$ cat config.mk
export PLATFORM = sky130hd
export DESIGN_NAME = lfsr_bank
export DESIGN_NICKNAME = d
export VERILOG_FILES = /design/src/rtl/lfsr_bank.sv
export SDC_FILE = /design/constraint.sdc
export NUM_CORES = 1
export LEC_CHECK = 0
export BUFFER_PORTS_ARGS = -buffer_cell sky130_fd_sc_hd__buf_2
export CAP_MARGIN = 10
export CORE_MARGIN = 8
export CORE_UTILIZATION = 35
export DETAILED_ROUTE_END_ITERATION = 16
export REMOVE_ABC_BUFFERS = 1
export SKIP_LAST_GASP = 1
export SLEW_MARGIN = 30
export SYNTH_ARGS = -nofsm -noshare
export SYNTH_HDL_FRONTEND = slang
export SYNTH_SLANG_ARGS = --single-unit
$ cat constraint.sdc
create_clock -name clk -period 11.61 [get_ports clk]
set_clock_uncertainty 0.05 [all_clocks]
set_input_delay 2.9025 -clock clk [delete_from_list [all_inputs] [get_ports clk]]
set_output_delay 2.9025 -clock clk [all_outputs]
set_load 0.03 [all_outputs]
$ cat src/rtl/lfsr_bank.sv
// Multi-channel XNOR-feedback LFSR bank with seed loading, valid/ready output,
// lock-up substitution and per-channel return-to-seed detection.
module lfsr_bank #(
    parameter int               WIDTH  = 16,
    parameter int               NUM_CH = 4,
    parameter logic [WIDTH-1:0] TAPS   = 16'hD008,
    parameter int               CNT_W  = 32
) (
    input  logic                      clk,
    input  logic                      reset,
    input  logic                      load,
    input  logic [NUM_CH*WIDTH-1:0]   seed,
    input  logic                      out_ready,
    output logic                      out_valid,
    output logic [NUM_CH*WIDTH-1:0]   out_data,
    output logic [CNT_W-1:0]          step_cnt,
    output logic [NUM_CH-1:0]         lockup_fix,
    output logic [NUM_CH-1:0]         period_hit
);

    typedef enum logic {
        IDLE = 1'b0,
        RUN  = 1'b1
    } state_t;

    state_t           state_q;
    state_t           state_d;
    logic [WIDTH-1:0] lfsr_q   [NUM_CH];
    logic [WIDTH-1:0] seed_q   [NUM_CH];
    logic [WIDTH-1:0] lfsr_nxt [NUM_CH];
    logic             advance;

    function automatic logic [WIDTH-1:0] lfsr_step(input logic [WIDTH-1:0] s);
        return {s[WIDTH-2:0], ~(^(s & TAPS))};
    endfunction

    // All-ones is the only state XNOR feedback can never leave.
    function automatic logic [WIDTH-1:0] lockup_sub(input logic [WIDTH-1:0] s);
        return (&s) ? '0 : s;
    endfunction

    always_comb begin
        state_d = state_q;
        if (load)
            state_d = RUN;
    end

    assign advance   = (state_q == RUN) && out_ready && !load;
    assign out_valid = (state_q == RUN);

    always_comb begin
        for (int c = 0; c < NUM_CH; c++)
            lfsr_nxt[c] = lfsr_step(lfsr_q[c]);
    end

    for (genvar g = 0; g < NUM_CH; g++) begin : g_pack
        assign out_data[g*WIDTH +: WIDTH] = lfsr_q[g];
    end

    always_ff @(posedge clk or posedge reset) begin
        if (reset) begin
            state_q    <= IDLE;
            step_cnt   <= '0;
            lockup_fix <= '0;
            period_hit <= '0;
            for (int c = 0; c < NUM_CH; c++) begin
                lfsr_q[c] <= '0;
                seed_q[c] <= '0;
            end
        end else begin
            state_q <= state_d;
            if (load) begin
                step_cnt   <= '0;
                period_hit <= '0;
                for (int c = 0; c < NUM_CH; c++) begin
                    lfsr_q[c]     <= lockup_sub(seed[c*WIDTH +: WIDTH]);
                    seed_q[c]     <= lockup_sub(seed[c*WIDTH +: WIDTH]);
                    lockup_fix[c] <= &seed[c*WIDTH +: WIDTH];
                end
            end else if (advance) begin
                step_cnt <= step_cnt + {{(CNT_W-1){1'b0}}, 1'b1};
                for (int c = 0; c < NUM_CH; c++) begin
                    lfsr_q[c] <= lfsr_nxt[c];
                    if (lfsr_nxt[c] == seed_q[c])
                        period_hit[c] <= 1'b1;
                end
            end
        end
    end

endmodule

== Word-level counts from Yosys, hierarchy flattened ==
Cells that the tools add are included.
Storage, ports and cells
  logic and storage cells: 58
  bits in registers: 169
Operators by class
  eq/ne operators: 4
  reductions and logical operators: 20
  $add $sub $neg: 1
  bitwise logic cells: 4
  multiplexer cells: 14
Operators by type and width (count)
  64-bit two-way mux: 2
  16-bit equality test: 4
  16-bit two-way mux: 4
  32-bit two-way mux: 2
  16-bit AND reduction: 4
  16-bit XOR reduction: 4
  32-bit by 1-bit adder with 32-bit output, second input constant: 1
  2-bit nonzero test: 5
  4-bit two-way mux: 2
  2-bit AND reduction: 4
  1-bit two-way mux: 4
  1-bit inverter: 4
  1-bit logical AND: 2
  1-bit logical NOT: 1

== Longest topological paths before layout ==
Gate-level depths: netlist (run 1).
  word-level depth: 6
  mapped depth: 6
  gate-level depth less buffers: 6

== Least setup slack after synthesis (run 1) ==
OpenSTA, ideal clock, no wires.
  kind: input -> register
  from: input out_ready
  to: register step_cnt[31]
  setup time: 0.132 ns
  cell stages on the path: 6
  setup slack: 7.493 ns
  arrival time: 3.935 ns
  path through: nand2_1 -> buf_2 -> nor4_2 -> nand4_1 -> xor2_1 -> nor2_1
On the way
  longest elaborated chain between the ends: 3
RTL lines
  from (decl): line 13  | input logic out_ready,
  1-bit logical AND (2 in series): line 48  | assign advance = (state_q == RUN) && out_ready && !load;
  2-bit nonzero test (no source line)
  to (signal assigned): line 81  | step_cnt <= step_cnt + {{(CNT_W-1){1'b0}}, 1'b1};
  to (decl): line 16  | output logic [CNT_W-1:0] step_cnt,
Every way passes these cells.
A chain may end at the register's enable or synchronous reset.

== Final worst setup path (run 1) ==
  from: input load
  to: register lfsr_q (netlist bit out_data[52])
On the way
  longest elaborated chain between the ends: 3
  elaborated cells on any way between the ends: 4
RTL lines
  from (decl): line 11  | input logic load,
  1-bit logical NOT: line 48
  1-bit logical AND: line 48
  2-bit nonzero test (no source line)
  to (signal, indexed assignment): line 76  | lfsr_q[c] <= lockup_sub(seed[c*WIDTH +: WIDTH]);
  to (signal, indexed assignment): line 83  | lfsr_q[c] <= lfsr_nxt[c];
  to (decl): line 28  | logic [WIDTH-1:0] lfsr_q [NUM_CH];
Parallel ways exist; a longest one is shown, timed or not.

==> run metrics, run 1 <==
outcome=finished, final reports clean; average wire per standard cell=between 15 and 20 um; port bufs=roughly 170; min-delay worst type=flop to flop; Tot GR Track Use=~16%; Pwr per Cell Area=158 mW/mm^2; clock slew at reported path FFs=roughly 70 ps; global route overflow=0; Antenna Nets Post-Route=0; Post-Place Worst Slack=about 6100 ps; slew margin rel.=42.1%; crit path time final=around 5000 ps; hold_buf cts=0; CP Max Fanout=71; crit path DAT=~5300 ps; CTS buffer count=17; # DRC=0; Core Util, Final=a little over two fifths; RSZ-0062 raised after global routing=no; setup TNS=0 ps; Worst-Skew Late Latency=430 ps; Die H=approximately 170 um; Yosys top cell by area=dfrtp_1; Max Slew Vio Count=0; CTS root buffer=clkbuf_16; r2r setup slk=roughly 8800 ps; Seq/Total Area, Yosys=52.7%; period utilisation layout=a little over two fifths; Syn Inst Count=approximately 860; die area=0.0280 sq mm; critical path required time=around 12000 ps; CTS max path bufs=2; critical path class=primary input to flop; Worst Slack Setup Final=approximately 6600 ps; first-pass GRT wire length=around 37 mm; Setup crit start kind=primary input; via density per instance=~5.0; CTS tree=yes; Synth cell types=29; Vias=~6600; Synth top area share=between 50% and 60%; core area=around 0.023 sq mm; endpoints failing setup=0; Iteration-0 DRC Markers=between 500 and 600; IO Pins=173; Initial Utilization=35.6%; dpl hpwl=16.0 mm; Fillers=2263; layout cells sized above 1=between 20% and 30%; number of max-cap violations=0; GP Congestion=approximately 0.8; VDD IR max=0.0724 mV; Syn. warnings=0; Mapped Area=approximately 0.0080 sq mm; Clock H-tree levels=4; fmax=~200 MHz; Leak=around 4.6 nW; FP Rows=55; Pre-antenna DRT Iters=5; Hold Violations, Final=0; CP Capture Type=flop; CTS resizes=0; Layout area overhead=21.3%; main area contributors after synthesis=dfrtp_1 (53%), xnor2_1 (8.3%), o21bai_1 (5.7%), nor2_1 (5.3%), a21oi_1 (4.4%); syn avg cell area=around 9.3 sq um; initial antenna violation count=1; # Post-CTS Setup Buffers=0; commonest non-fill, non-tap cell in the layout=buf_2; DRT Wirelength=22.8 mm; commonest non-fill, non-tap cells in the layout=buf_2 (171), dfrtp_1 (169), nor2_1 (114); vias in the first global route=between 6000 and 7000; clk sinks=between 150 and 200; # diodes=0; largest net degree at the start of global routing=about 110; Die W=between 150 and 200 um; Worst-Margin Slew=approximately 870 ps; register bit count reported by yosys=approximately 170; Nets=between 1000 and 1500
[layout make-up]
cell class	instances	area [sq um]	area share, %
flip-flops and latches	169	4230	43.4
multi-input cells	581	3390	34.8
repair buffers	177	901	9.25
clock buffers	17	425	4.37
well taps	285	357	3.66
inverters	67	259	2.66
clock inverters	15	180	1.85
[synthesized netlist by cell type]
master	instances
dfrtp_1	169
nor2_1	114
nand2_1	79
xnor2_1	76
a21oi_1	70
inv_1	67
o21ai_0	65
o21bai_1	61
nand4_1	42
xor2_1	31
clkbuf_1	29
nand3_1	16
buf_1	7
buf_2	6
nor3_1	6
nor4_1	4
o41a_1	4
nor4_4	2
a21o_1	1
a31oi_1	1
and2_1	1
and3_1	1
and4_1	1
and4_2	1
ha_1	1
nand2b_1	1
nand4_4	1
nor4_2	1
or2_2	1
[registers in the layout, summed over array words and instances, names as in the netlist]
| signal | count |
|---|---|
| lockup_fix | 4 |
| out_data | 64 |
| out_valid | 1 |
| period_hit | 4 |
| seed_q | 64 |
| step_cnt | 32 |
[through the flow]
step | power [mW] | cells | hold slack (ps) | instance area [sq um]
floorplan | 0.870 | 817 | 451 | 7870
global placement | 0.972 | 1279 | 427 | 9130
detailed placement | 0.975 | 1279 | 434 | 9140
CTS | 1.56 | 1311 | 461 | 9740
global route | 1.61 | 1311 | 488 | 9740
finish | 1.54 | 1311 | 456 | 9740
[worst paths after layout]
check,startpoint,to,cells after the start
max in group asynchronous,reset,out_data[40],3
min,lockup_fix[3],lockup_fix[3],2
min in group asynchronous,reset,step_cnt[11],2
min reg2reg,lockup_fix[3],lockup_fix[3],2
max,load,out_data[52],6
max reg2reg,out_valid,out_data[63],6
[critical path: stages]
cell and delay [ps]:
buf_4 320, buf_4 580, nand2b_2 740, buf_4 480
nor2_1 70, a21oi_1 130
[per-layer routing]
metal | wire length, um | GRT usage, % | vias to the layer above
met2 | 10700 | 26.2 | 174
met5 | 13 | 0 | -
li1 | - | - | 3175
met3 | 1440 | 5.08 | 16
met1 | 10400 | 21.2 | 3199
met4 | 178 | 3.73 | 2
[power by group]
part	internal, mW	switching [mW]	leakage [nW]	total (mW)
Sequential	0.636	0.0534	2.10	0.689
Combinational	0.0992	0.171	2.19	0.270
Clock	0.310	0.271	0.291	0.581
Total	1.04	0.495	4.58	1.54
[kinds of logic after synthesis]
logic type	share of synthesized area (%)
buf+inv	5.19
simple gates	15.5
fa+ha+maj	0.156
xor+xnor	11.7
flops	52.7
compound gates	14.8
Note: power is estimated with default switching activity, not from simulation.
==> run 2, diff against run 1 <==
- clock period: 11.61 -> 4.25 ns (I/O delays scaled with it)
==> run 2 against run 1 <==
Net effect: worst hold slack worse by 12 ps; core utilization up 0.23 points; flip-flop and latch count unchanged; non-clock buffer count up 5; cell area up 0.54%; setup slack worse by 4700 ps; clock power rose to 2.8 times the previous value; largest cell class unchanged.
==> run metrics, run 2 (same netlist as run 1, synthesis figures left out) <==
# DRC=0 (unchanged); Die H=167 um (unchanged); critical path class=primary input to flop (unchanged); Clk pwr share=38.2% (was 37.7%); R2R cell count=5 (was 6); Vias=6551 (was 6566); total power=4.24 mW (was 1.54 mW); Setup crit start kind=primary input (unchanged); DRT Wirelength=22.8 mm (about the same); number of max-cap violations=0 (unchanged); Tot GR Track Use=16.4% (was 16.3%); Reg-to-Reg End=step_cnt[28] (was out_data[63]); FP Rows=55 (unchanged); sw frac=31.5% (was 32.2%); Hold Path Sink=lockup_fix[2] (was lockup_fix[3]); Logic pwr share=17.4% (was 17.5%); first-pass GRT wire length=37.1 mm (was 36.8 mm); Antenna Nets Post-Route=0 (unchanged); global route overflow=0 (unchanged); Cell Int Power=2.91 mW (was 1.04 mW); fin area=0.00979 sq mm (was 0.00974 sq mm); via density per instance=4.98 (was 5.01); Clock H-tree levels=4 (unchanged); Pre-antenna DRT Iters=5 (unchanged); CTS max path bufs=2 (unchanged); average wire per standard cell=17.4 um (about the same); hold_buf cts=0 (unchanged); endpoints failing setup=0 (unchanged); CP Max Fanout=47 (was 71); # diodes=0 (unchanged); port bufs=172 (unchanged); commonest non-fill, non-tap cell in the layout=buf_2 (unchanged); layout cells sized above 1=21.6% (was 21.2%); CP Capture Type=flop (unchanged); # Post-CTS Setup Buffers=0 (unchanged); Placed Area=0.00918 sq mm (was 0.00914 sq mm); CTS root buffer=clkbuf_16 (unchanged); clk sinks=169 (unchanged); critical path required time=4550 ps (was 11920 ps); CTS resizes=0 (unchanged); GP Congestion=0.797 (was 0.802); Worst Slack Setup Final=1910 ps (was 6580 ps); Hold Violations, Final=0 (unchanged); min-delay worst type=flop to flop (unchanged); CTS buffer count=17 (unchanged); Layout area overhead=22.0% (was 21.3%); Max Slew Vio Count=0 (unchanged); critical path's slowest cell=nand2b_2 (unchanged); r2r setup slk=2240 ps (was 8810 ps); Iteration-0 DRC Markers=455 (was 513); period utilisation layout=between 50% and 60%; clock slew at reported path FFs=70 ps (about the same); CP Cell Sequence=buf_4, nand2b_2, buf_12, nor2_1, a21oi_1 (was buf_4, buf_4, nand2b_2, buf_4, nor2_1, a21oi_1); commonest non-fill, non-tap cells in the layout=buf_2 (171), dfrtp_1 (169), nor2_1 (114) (unchanged); Hold Path Stages=2 (unchanged); Worst-Skew Late Latency=430 ps (about the same); Leak=4.61 nW (was 4.58 nW); outcome=finished, final reports clean (unchanged); vias in the first global route=6825 (was 6814); VDD IR max=0.232 mV (was 0.0724 mV); IO Pins=173 (unchanged); CTS tree=yes (unchanged); dpl hpwl=16.2 mm (was 16.0 mm); die area=0.0280 sq mm (unchanged); Min Hold Slack=444 ps (was 456 ps); CP max stage delay=590 ps (was 740 ps); Worst-Margin Slew=813 ps (was 868 ps); part of the power in registers=44.4% (was 44.8%); initial antenna violation count=1 (unchanged); core area=0.0226 sq mm (unchanged); Nets=1087 (was 1082); Post-Place Worst Slack=1460 ps (was 6100 ps); CP top delay family=buffers and inverters (unchanged); Fillers=2277 (was 2263); slew margin rel.=45.8% (was 42.1%); RSZ-0062 raised after global routing=no (unchanged); hold_sp=lockup_fix[2] (was lockup_fix[3]); Pwr per Cell Area=433 mW/mm^2 (was 158 mW/mm^2); Buf/Inv on CP=2 (was 3); largest net degree at the start of global routing=80 (was 105); switching power=1.34 mW (was 0.495 mW); Initial Utilization=35.6% (unchanged); Core Util, Final=43.4% (was 43.2%); fmax=about 430 MHz; Die W=167 um (unchanged); reg2reg start=step_cnt[9] (was out_valid); crit path DAT=2640 ps (was 5340 ps); crit path time final=between 2000 and 2500 ps
-- run 2: worst max-delay path by stage --
stage / from / end / cells after the start
after floorplan: reset / lockup_fix[0] / 1
after global placement: load / out_data[36] / 5
after CTS: step_cnt[3] / step_cnt[3] / 1
after detailed placement: load / out_data[47] / 5
after global routing: load / out_data[61] / 5
final: load / out_data[47] / 5
-- run 2: cell type report --
cell class	count	area (sq um)	share of cell area (%)
inverters	67	256	2.62
flip-flops and latches	169	4230	43.2
multi-input cells	581	3390	34.6
well taps	285	357	3.64
clock inverters	15	185	1.89
clock buffers	17	425	4.34
repair buffers	182	951	9.71
-- run 2: through the flow --
stage	std cells	setup TNS, ps
5_1_grt	1316	0
3_3_place_gp	1284	0
3_5_place_dp	1284	0
2_1_floorplan	817	-242950
4_1_cts	1316	0
6_report	1316	0
-- run 2: routing by layer --
layer  routed length, um  part of all wire, %  GRT usage [%]
met1               10800                   47           21.7
met4                 212                 0.93           4.08
met5                   9                0.039              0
met2               10400                   46           25.8
met3                1360                  5.9           4.94
-- run 2: worst reg2reg max path, delay by kind of cell, from the launching register on --
family	cells	cell delay [ps]
and+or+nand+nor	4	1210
xor gates and xnor gates	1	170
DFF	1	440
-- run 2: power groups by stage --
stage                     logic [mW]  registers, mW  clock network (mW)
after CTS                      0.754           1.88                1.66
after global routing           0.817           1.90                1.72
final                          0.739           1.88                1.62
after floorplan                0.345           2.03                   0
after global placement         0.744           1.91                   0
after detailed placement       0.751           1.91                   0
==> run 3, diff against run 2 <==
- clock period: 4.25 -> 2.3 ns (I/O delays scaled with it)
==> run 3 against run 2 <==
Net effect: wire length rose by 0.82%; sequential power rose by 85%; via count rose by 1.2%; setup slack got worse by 1600 ps; cell area rose by 0.66%; flip-flop and latch count did not move; sequential share of layout area fell by 0.28 points; clock-buffer cell count did not move; worst hold slack got worse by 290 ps; largest power group unchanged.
==> run metrics, run 3 (same netlist as run 1, synthesis figures left out) <==
switching power=2.48 mW (was 1.34 mW); Tot GR Track Use=16.5% (was 16.4%); layout cells sized above 1=22.2% (was 21.6%); global route overflow=0 (unchanged); clock slew at reported path FFs=70 ps (about the same); Die W=167 um (unchanged); Setup crit start kind=flop (was primary input); VDD IR max=0.436 mV (was 0.232 mV); port bufs=172 (unchanged); crit path time final=between 1500 and 2000 ps; Max Slew Vio Count=0 (unchanged); part of the power in registers=44.9% (was 44.4%); CP Capture Type=flop (unchanged); dpl hpwl=16.5 mm (was 16.2 mm); Vias=6629 (was 6551); critical path's slowest cell=nor4_2 (was nand2b_2); reg2reg start=step_cnt[9] (unchanged); Worst Slack Setup Final=340 ps (was 1910 ps); Logic pwr share=17.9% (was 17.4%); Nets=1094 (was 1087); sw frac=32.0% (was 31.5%); Worst-Margin Slew=739 ps (was 813 ps); Initial Utilization=35.6% (unchanged); die area=0.0280 sq mm (unchanged); outcome=finished, final reports clean (unchanged); CTS tree=yes (unchanged); Hold Violations, Final=0 (unchanged); CP max stage delay=590 ps (about the same); commonest non-fill, non-tap cells in the layout=buf_2 (171), dfrtp_1 (169), nor2_1 (114) (unchanged); IO Pins=173 (unchanged); Buf/Inv on CP=0 (was 2); largest net degree at the start of global routing=65 (was 80); critical path class=flop to flop (was primary input to flop); CP Max Fanout=6 (was 47); slew margin rel.=50.7% (was 45.8%); crit path DAT=2210 ps (was 2640 ps); hold_buf cts=0 (unchanged); r2r setup slk=340 ps (was 2240 ps); CTS buffer count=17 (unchanged); fin area=0.00986 sq mm (was 0.00979 sq mm); Cell Int Power=5.27 mW (was 2.91 mW); Placed Area=0.00927 sq mm (was 0.00918 sq mm); Clock H-tree levels=4 (unchanged); # DRC=0 (unchanged); crit path launch=step_cnt[9] (was load); Layout area overhead=22.8% (was 22.0%); GP Congestion=0.797 (about the same); RSZ-0062 raised after global routing=no (unchanged); Worst-Skew Late Latency=420 ps (was 430 ps); # placed instances=1291 (was 1284); via density per instance=5.01 (was 4.98); Die H=167 um (unchanged); min-delay worst type=primary input to async pin (was flop to flop); CP Cell Sequence=nand4_1, nor4_2, nand3_1, xor2_1, nor2_1 (was buf_4, nand2b_2, buf_12, nor2_1, a21oi_1); Leak=4.66 nW (was 4.61 nW); Layout Cells excl Fill=1323 (was 1316); DRT Wirelength=23.0 mm (was 22.8 mm); Iteration-0 DRC Markers=470 (was 455); Pwr per Cell Area=786 mW/mm^2 (was 433 mW/mm^2); critical path required time=2550 ps (was 4550 ps); CTS resizes=0 (unchanged); number of max-cap violations=0 (unchanged); Core Util, Final=43.7% (was 43.4%); first-pass GRT wire length=37.4 mm (was 37.1 mm); fmax=510 MHz; Pre-antenna DRT Iters=5 (unchanged); Clk pwr share=37.2% (was 38.2%); Post-Place Worst Slack=172 ps (was 1460 ps); commonest non-fill, non-tap cell in the layout=buf_2 (unchanged); FP Rows=55 (unchanged); CP top delay family=simple AND/OR/NAND/NOR gates (was buffers and inverters); initial antenna violation count=1 (unchanged); clk sinks=169 (unchanged); CTS max path bufs=2 (unchanged); # diodes=0 (unchanged); vias in the first global route=6785 (was 6825); period utilisation layout=approximately 85%; average wire per standard cell=17.4 um (about the same); Antenna Nets Post-Route=0 (unchanged); endpoints failing setup=0 (unchanged); # Post-CTS Setup Buffers=0 (unchanged); core area=0.0226 sq mm (unchanged); CTS root buffer=clkbuf_16 (unchanged)
-- run 3: metrics by stage --
step | power, mW | hold WS (ps) | TNS (ps)
floorplan | 4.39 | 451 | -565050
global placement | 4.93 | 429 | 0
detailed placement | 4.94 | 430 | 0
CTS | 7.85 | 165 | 0
global route | 8.12 | 182 | 0
finish | 7.75 | 150 | 0
-- run 3: worst paths after layout --
kind / endpoint / cells after the start
worst max-delay path: step_cnt[29] / 5
worst min-delay path: out_data[8] / 2
worst max register to register: step_cnt[29] / 5
worst min register to register: lockup_fix[1] / 2
max in group asynchronous: out_data[22] / 3
min in group clk: seed_q[6] / 3
-- run 3: power groups by stage --
stage                     Clock [mW]  Sequential [mW]  Combinational [mW]
after floorplan                    0             3.76               0.637
after global placement             0             3.54                1.39
after detailed placement           0             3.54                1.40
after CTS                       2.96             3.48                1.41
after global routing            3.07             3.52                1.53
final                           2.88             3.48                1.38
-- run 3: cell type report --
| class | count | area [sq um] |
|---|---|---|
| Sequential cell | 169 | 4230 |
| Clock buffer | 17 | 425 |
| Fill cell | 2249 | 12700 |
| Multi-Input combinational cell | 581 | 3390 |
| Tap cell | 285 | 357 |
| Clock inverter | 15 | 160 |
| Timing Repair Buffer | 189 | 1040 |
| Inverter | 67 | 256 |
-- run 3: layer usage --
metal | vias up | wire (um) | track usage [%]
li1 | 3185 | - | -
met1 | 3233 | 10800 | 21.7
met2 | 188 | 10500 | 26.0
met3 | 21 | 1540 | 4.96
met4 | 2 | 239 | 4.58
met5 | - | 15 | 0
-- run 3: worst reg2reg max path: cells and delay by family (launching register included) --
kind | cells | cell delay [ps]
AND/OR/NAND/NOR | 4 | 1150
flip-flops | 1 | 450
XOR/XNOR | 1 | 200
